`src/rtl/fetch_stage.sv`:
```
// Instruction fetch stage: owns the PC, drives the synchronous instruction ROM and
// presents {pc, inst, fetch_error} to decode, honouring exception and branch redirects.
module fetch_stage #(
    parameter logic [31:0] RESET_PC = 32'hBFC00000,
    parameter logic [31:0] NOP_INST = 32'h00000000
) (
    input  logic        clk,
    input  logic        reset,
    input  logic        IF_valid,
    input  logic        next_fetch,
    output logic [31:0] inst_addr,
    input  logic [31:0] inst_rdata,
    input  logic [32:0] jbr_bus,
    input  logic [32:0] exc_bus,
    output logic        IF_over,
    output logic [64:0] IF_ID_bus,
    output logic [31:0] IF_pc,
    output logic [31:0] IF_inst
);

    logic [31:0] r_pc;
    logic        r_rom_ready;
    logic        r_jbr_pend;
    logic [31:0] r_jbr_pend_pc;

    logic        w_exc_valid;
    logic [31:0] w_exc_pc;
    logic        w_jbr_taken;
    logic [31:0] w_jbr_target;
    logic        w_fetch_error;
    logic [31:0] w_inst;
    logic        w_advance;
    logic        w_pc_load;
    logic [31:0] w_next_pc;

    assign w_exc_valid  = exc_bus[32];
    assign w_exc_pc     = exc_bus[31:0];
    assign w_jbr_taken  = jbr_bus[32];
    assign w_jbr_target = jbr_bus[31:0];

    // A misaligned PC never reaches decode as a real instruction; write-back turns it into AdEL.
    assign w_fetch_error = (r_pc[1:0] != 2'b00);
    assign w_inst        = w_fetch_error ? NOP_INST : inst_rdata;

    assign IF_over   = IF_valid & r_rom_ready & ~w_exc_valid;
    assign w_advance = next_fetch & IF_over;
    assign w_pc_load = w_exc_valid | w_advance;

    assign inst_addr = r_pc;
    assign IF_ID_bus = {r_pc, w_inst, w_fetch_error};
    assign IF_pc     = r_pc;
    assign IF_inst   = w_inst;

    // NOTE: every always_comb output gets a default first so no path can infer a latch.
    always_comb begin
        w_next_pc = r_pc;
        if (w_exc_valid) begin
            w_next_pc = w_exc_pc;
        end else if (w_advance) begin
            if (w_jbr_taken) begin
                w_next_pc = w_jbr_target;
            end else if (r_jbr_pend) begin
                w_next_pc = r_jbr_pend_pc;
            end else begin
                w_next_pc = r_pc + 32'd4;
            end
        end
    end

    // NOTE: state is updated with non-blocking assignments so every register samples pre-edge values.
    always_ff @(posedge clk) begin
        if (reset) begin
            r_pc          <= RESET_PC;
            r_rom_ready   <= 1'b0;
            r_jbr_pend    <= 1'b0;
            r_jbr_pend_pc <= 32'h00000000;
        end else begin
            r_pc <= w_next_pc;

            // Any PC load restarts the two-cycle address/data handshake with the ROM.
            if (w_pc_load) begin
                r_rom_ready <= 1'b0;
            end else if (IF_valid) begin
                r_rom_ready <= 1'b1;
            end

            if (w_exc_valid || w_advance) begin
                r_jbr_pend <= 1'b0;
            end else if (w_jbr_taken) begin
                r_jbr_pend    <= 1'b1;
                r_jbr_pend_pc <= w_jbr_target;
            end
        end
    end

endmodule
```
`config.mk`:
```
export PLATFORM = sky130hd
export DESIGN_NAME = fetch_stage
export DESIGN_NICKNAME = d
export VERILOG_FILES = /design/src/rtl/fetch_stage.sv
export SDC_FILE = /design/constraint.sdc
export NUM_CORES = 1
export LEC_CHECK = 0
export CAP_MARGIN = 40
export CELL_PAD_IN_SITES_DETAIL_PLACEMENT = 1
export CELL_PAD_IN_SITES_GLOBAL_PLACEMENT = 2
export CORE_MARGIN = 1
export CORE_UTILIZATION = 18
export DETAILED_ROUTE_END_ITERATION = 8
export PLACE_DENSITY = 0.79
export SYNTH_ARGS = -nofsm -noshare
export SYNTH_HDL_FRONTEND = slang
export SYNTH_SLANG_ARGS = --single-unit
```
`constraint.sdc`:
```
create_clock -name clk -period 2.1 [get_ports clk]
set_input_delay 0.42 -clock clk [delete_from_list [all_inputs] [get_ports clk]]
set_output_delay 0.42 -clock clk [all_outputs]
set_load 0.01 [all_outputs]
```
==> results.tsv <==
stage	metric	value	unit
route	remaining number of nets flagged by the antenna check after routing	0	
sta	worst relative slew slack	67.9	%
critical_path	startpoint of the worst setup timing path	IF_pc[13]	
logic_synthesis	synthesis-stage register bit count	66	
sta	hold violation total from the final report	0	
route	detailed-route via count	5630	
logic_synthesis	most frequently used cell type in the post-synthesis netlist	nand2_1	
route	routed wirelength normalized by instance count	18.3	um
logic_synthesis	Net Count, Synth	753	
logic_synthesis	synthesized cell area	4760	um^2
cts	cell at the root of the clock tree	clkbuf_16	
sta	final setup margin	-0.0347	ns
power	maximum resistive drop on vdd	0.000335	V
grt	met2 track utilization from global routing	28.2	%
logic_synthesis	Synth warnings	0	
layout	NumNets Final	979	
run_status	violated checks	setup timing	
critical_path	cell family with most CP delay	simple AND/OR/NAND/NOR gates	
floorplan	area of the die	27100	um^2
sta	transition time at the pin with the least slew margin	0.480	ns
cts	register clock-pin slew on the reported worst setup and hold paths	0.06	ns
logic_synthesis	top area cells in the synthesized netlist	dfxtp_1 28%, buf_4 15%, nand2_1 8.4%	
placement	port bufs	263	
floorplan	number of standard-cell rows in the floorplan	59	
placement	worst slack after detailed placement	-0.375	ns
grt	met3 usage	3.89	%
route	drt first pass iters	4	
power	leakage	3.11	nW
critical_path	master of the slowest instance on the critical path	or4_4	
critical_path	launch point of the worst reg-to-reg path	IF_pc[13]	
grt	antenna violations before repair	2	
grt	Top Usage Layer GRT	met2	
critical_path	kind of critical path	reg2reg	
grt	maximum number of pins on one net before global-route repair	52	
logic_synthesis	cell taking the most area after synthesis	dfxtp_1	
layout	final core area utilization	30.6	%
floorplan	initial core utilization	18.3	%
power	power per standard cell area	544	nW/um^2
critical_path	endpoint of the lowest-slack register-to-register path	IF_pc[31]	
sta	post-route clock period utilization	102	%
critical_path	chain of cells forming the critical path	nand4_4, or4_4, or4_4, o2111a_1, a211o_1	
critical_path	cell depth of the worst flop-to-flop path	5	
floorplan	ports placed on the boundary	264	
layout	Post-Layout Inst Area	7940	um^2
placement	Cell Count Post-Placement	1195	
placement	final HPWL from detailed placement	17200	um
floorplan	Placeable Area	26000	um^2
critical_path	CP dominant cell by count	or4_4	
sta	hold_ws	0.455	ns
cts	number of buffers added to fix hold violations after cts	0	
worst_hold_path	hold wc startpoint	r_jbr_pend_pc[5]	
placement	Post-Place Cell Area	7620	um^2
cts	number of clock buffers inserted by TritonCTS	9	
logic_synthesis	share of synthesized area occupied by flip-flops and latches	27.8	%
logic_synthesis	post-synth cell types	58	
critical_path	CP endpoint kind	flip-flop	
critical_path	WP depth	5	
cts	deepest level of the CTS H-tree	3	
grt	total global-route track usage	16.0	%
layout	non-filler cells in the finished layout	1215	
grt	wire length of the first global-routing pass	32500	um
critical_path	required time at the endpoint of the critical path	2.34	ns
cts	clock tree from TritonCTS	yes	
logic_synthesis	area fraction of the dominant cell type after synthesis	27.8	%
critical_path	CP Buf/Inv Count	0	
worst_hold_path	path category of the worst min-delay check	reg2reg	
critical_path	destination of the critical timing path	IF_pc[31]	
route	drt drc	0	
grt	total grt overflow	0	
layout	diodes inserted	0	
power	PnR Total Power	4.32	mW
critical_path	maximum fanout count along the critical path	2	
grt	vias in the first global route	5604	
logic_synthesis	average footprint of a synthesized cell	7.32	um^2
route	total wire length after detailed routing	22200	um
sta	setup repair after global routing missed its margin	true	
logic_synthesis	cell count after synthesis	650	
cts	# clock sinks	66	
route	1st-iter DRT viols	232	
logic_synthesis	most used standard cells in the synthesized netlist	106 x nand2_1, 97 x buf_4, 66 x dfxtp_1	
layout	layout cells sized above 1	15.3	%
sta	Sum Neg Setup Slack	-0.0347	ns
sta	upper clock frequency limit	0.468	GHz
logic_synthesis	Post-synth EDFFs	0	
job	number of maximum-capacitance violations	0	
floorplan	Die Y-Extent	165	um
logic_synthesis	async set-or-reset flop fraction in the synthesized netlist	0	%
cts	clock latency of the later-clocked register in the worst-skew pair	0.34	ns
sta	post-route minimum period	2.13	ns
critical_path	data arrival at the endpoint of the critical path	2.37	ns
critical_path	slack of the worst reg-to-reg path	-0.03	ns
sta	worst clock skew	0.00709	ns
run_status	outcome	finished with violations	
sta	number of setup violations in the final report	1	
floorplan	die width	165	um
cts	buffer levels on the longest clock path	2	
layout	relative area change from synthesis to final layout	66.9	%
route	average vias per placed instance	4.63	
sta	number of pins with negative max-slew slack in the final report	0	
grt	met1 track utilization from global routing	18.9	%
logic_synthesis	top_reg_cell synth	dfxtp_1	
critical_path	kind of launch point of the worst setup path	flip-flop	
placement	RD Place Congestion	0.881	
critical_path	CP peak stage delay	0.55	ns
-- state kept, by name (all words and copies together), names as in the netlist --
name           count
r_jbr_pend_pc     32
r_jbr_pend         1
IF_pc             32
r_rom_ready        1
-- worst min path at each step --
| stage | endpoint | slack (ns) | cells past startpoint |
|---|---|---|---|
| 2_1_floorplan | r_jbr_pend_pc[5] | 0.43 | 2 |
| 3_3_place_gp | r_jbr_pend_pc[5] | 0.44 | 2 |
| 3_5_place_dp | r_jbr_pend_pc[5] | 0.44 | 2 |
| 4_1_cts | r_jbr_pend_pc[5] | 0.45 | 2 |
| 5_1_grt | r_jbr_pend_pc[5] | 0.46 | 2 |
| 6_report | r_jbr_pend_pc[5] | 0.45 | 2 |
-- what timing repair did --
item | 4_1_cts | 5_1_grt
setup buffers | 2 | 2
cloned | 1 | 0
gates resized for setup | 71 | 7
setup endpoints to repair | 67 | 7
pin swaps | 2 | 2
-- worst min-delay path, delay by kind of cell (launching register included) --
family / cells / cell delay, ns
flops: 1 / 0.31
simple gates: 1 / 0.05
compound gates: 1 / 0.05
-- cells in the final DEF, fill, tap and decap left out, drive strengths merged, types with 6 or more instances in the layout --
cell and instances:
a21oi 60, a221oi 12, a22o 6, a22oi 6, a31oi 8, and2 32
and3 8, buf 93, clkbuf 13, clkdlybuf4s50 197, dfxtp 66, dlygate4sd2 64
inv 9, mux2i 6, nand2 106, nand3 18, nand4 10, nor2 33
nor3 14, o211ai 8, o21ai 28, o31ai 7
-- layout make-up --
class | count | area, um^2
clock inverters | 2 | 10.0
well taps | 335 | 419
multi-input cells | 436 | 2540
flip-flops and latches | 66 | 1340
fillers | 3125 | 18000
inverters | 9 | 33.8
repair buffers | 354 | 3320
clock buffers | 13 | 272
-- report_power, final --
| part | switching [mW] | internal [mW] | total, mW |
|---|---|---|---|
| Combinational | 0.668 | 0.770 | 1.44 |
| Clock | 0.586 | 0.894 | 1.48 |
| Sequential | 0.0749 | 1.33 | 1.41 |
-- logic make-up (layout without fill, tap and decap cells) --
logic type / after synthesis / after routing / synth area share [%]
compound gates: 178 / 178 / 24.7
buf+inv: 148 / 378 / 20.0
flops: 66 / 66 / 27.8
xor+xnor: 9 / 9 / 1.66
mux: 6 / 6 / 1.26
fa+ha+maj: 1 / 1 / 0.263
simple gates: 242 / 242 / 24.3
-- layer usage --
layer / wire, um / up-vias / part of all wire [%]
met2: 10700 / 220 / 48
met5: 27 / - / 0.12
met4: 484 / 4 / 2.2
met1: 9350 / 2707 / 42
li1: - / 2669 / -
met3: 1590 / 30 / 7.2
No activity file was read; power rests on OpenSTA's default activity.
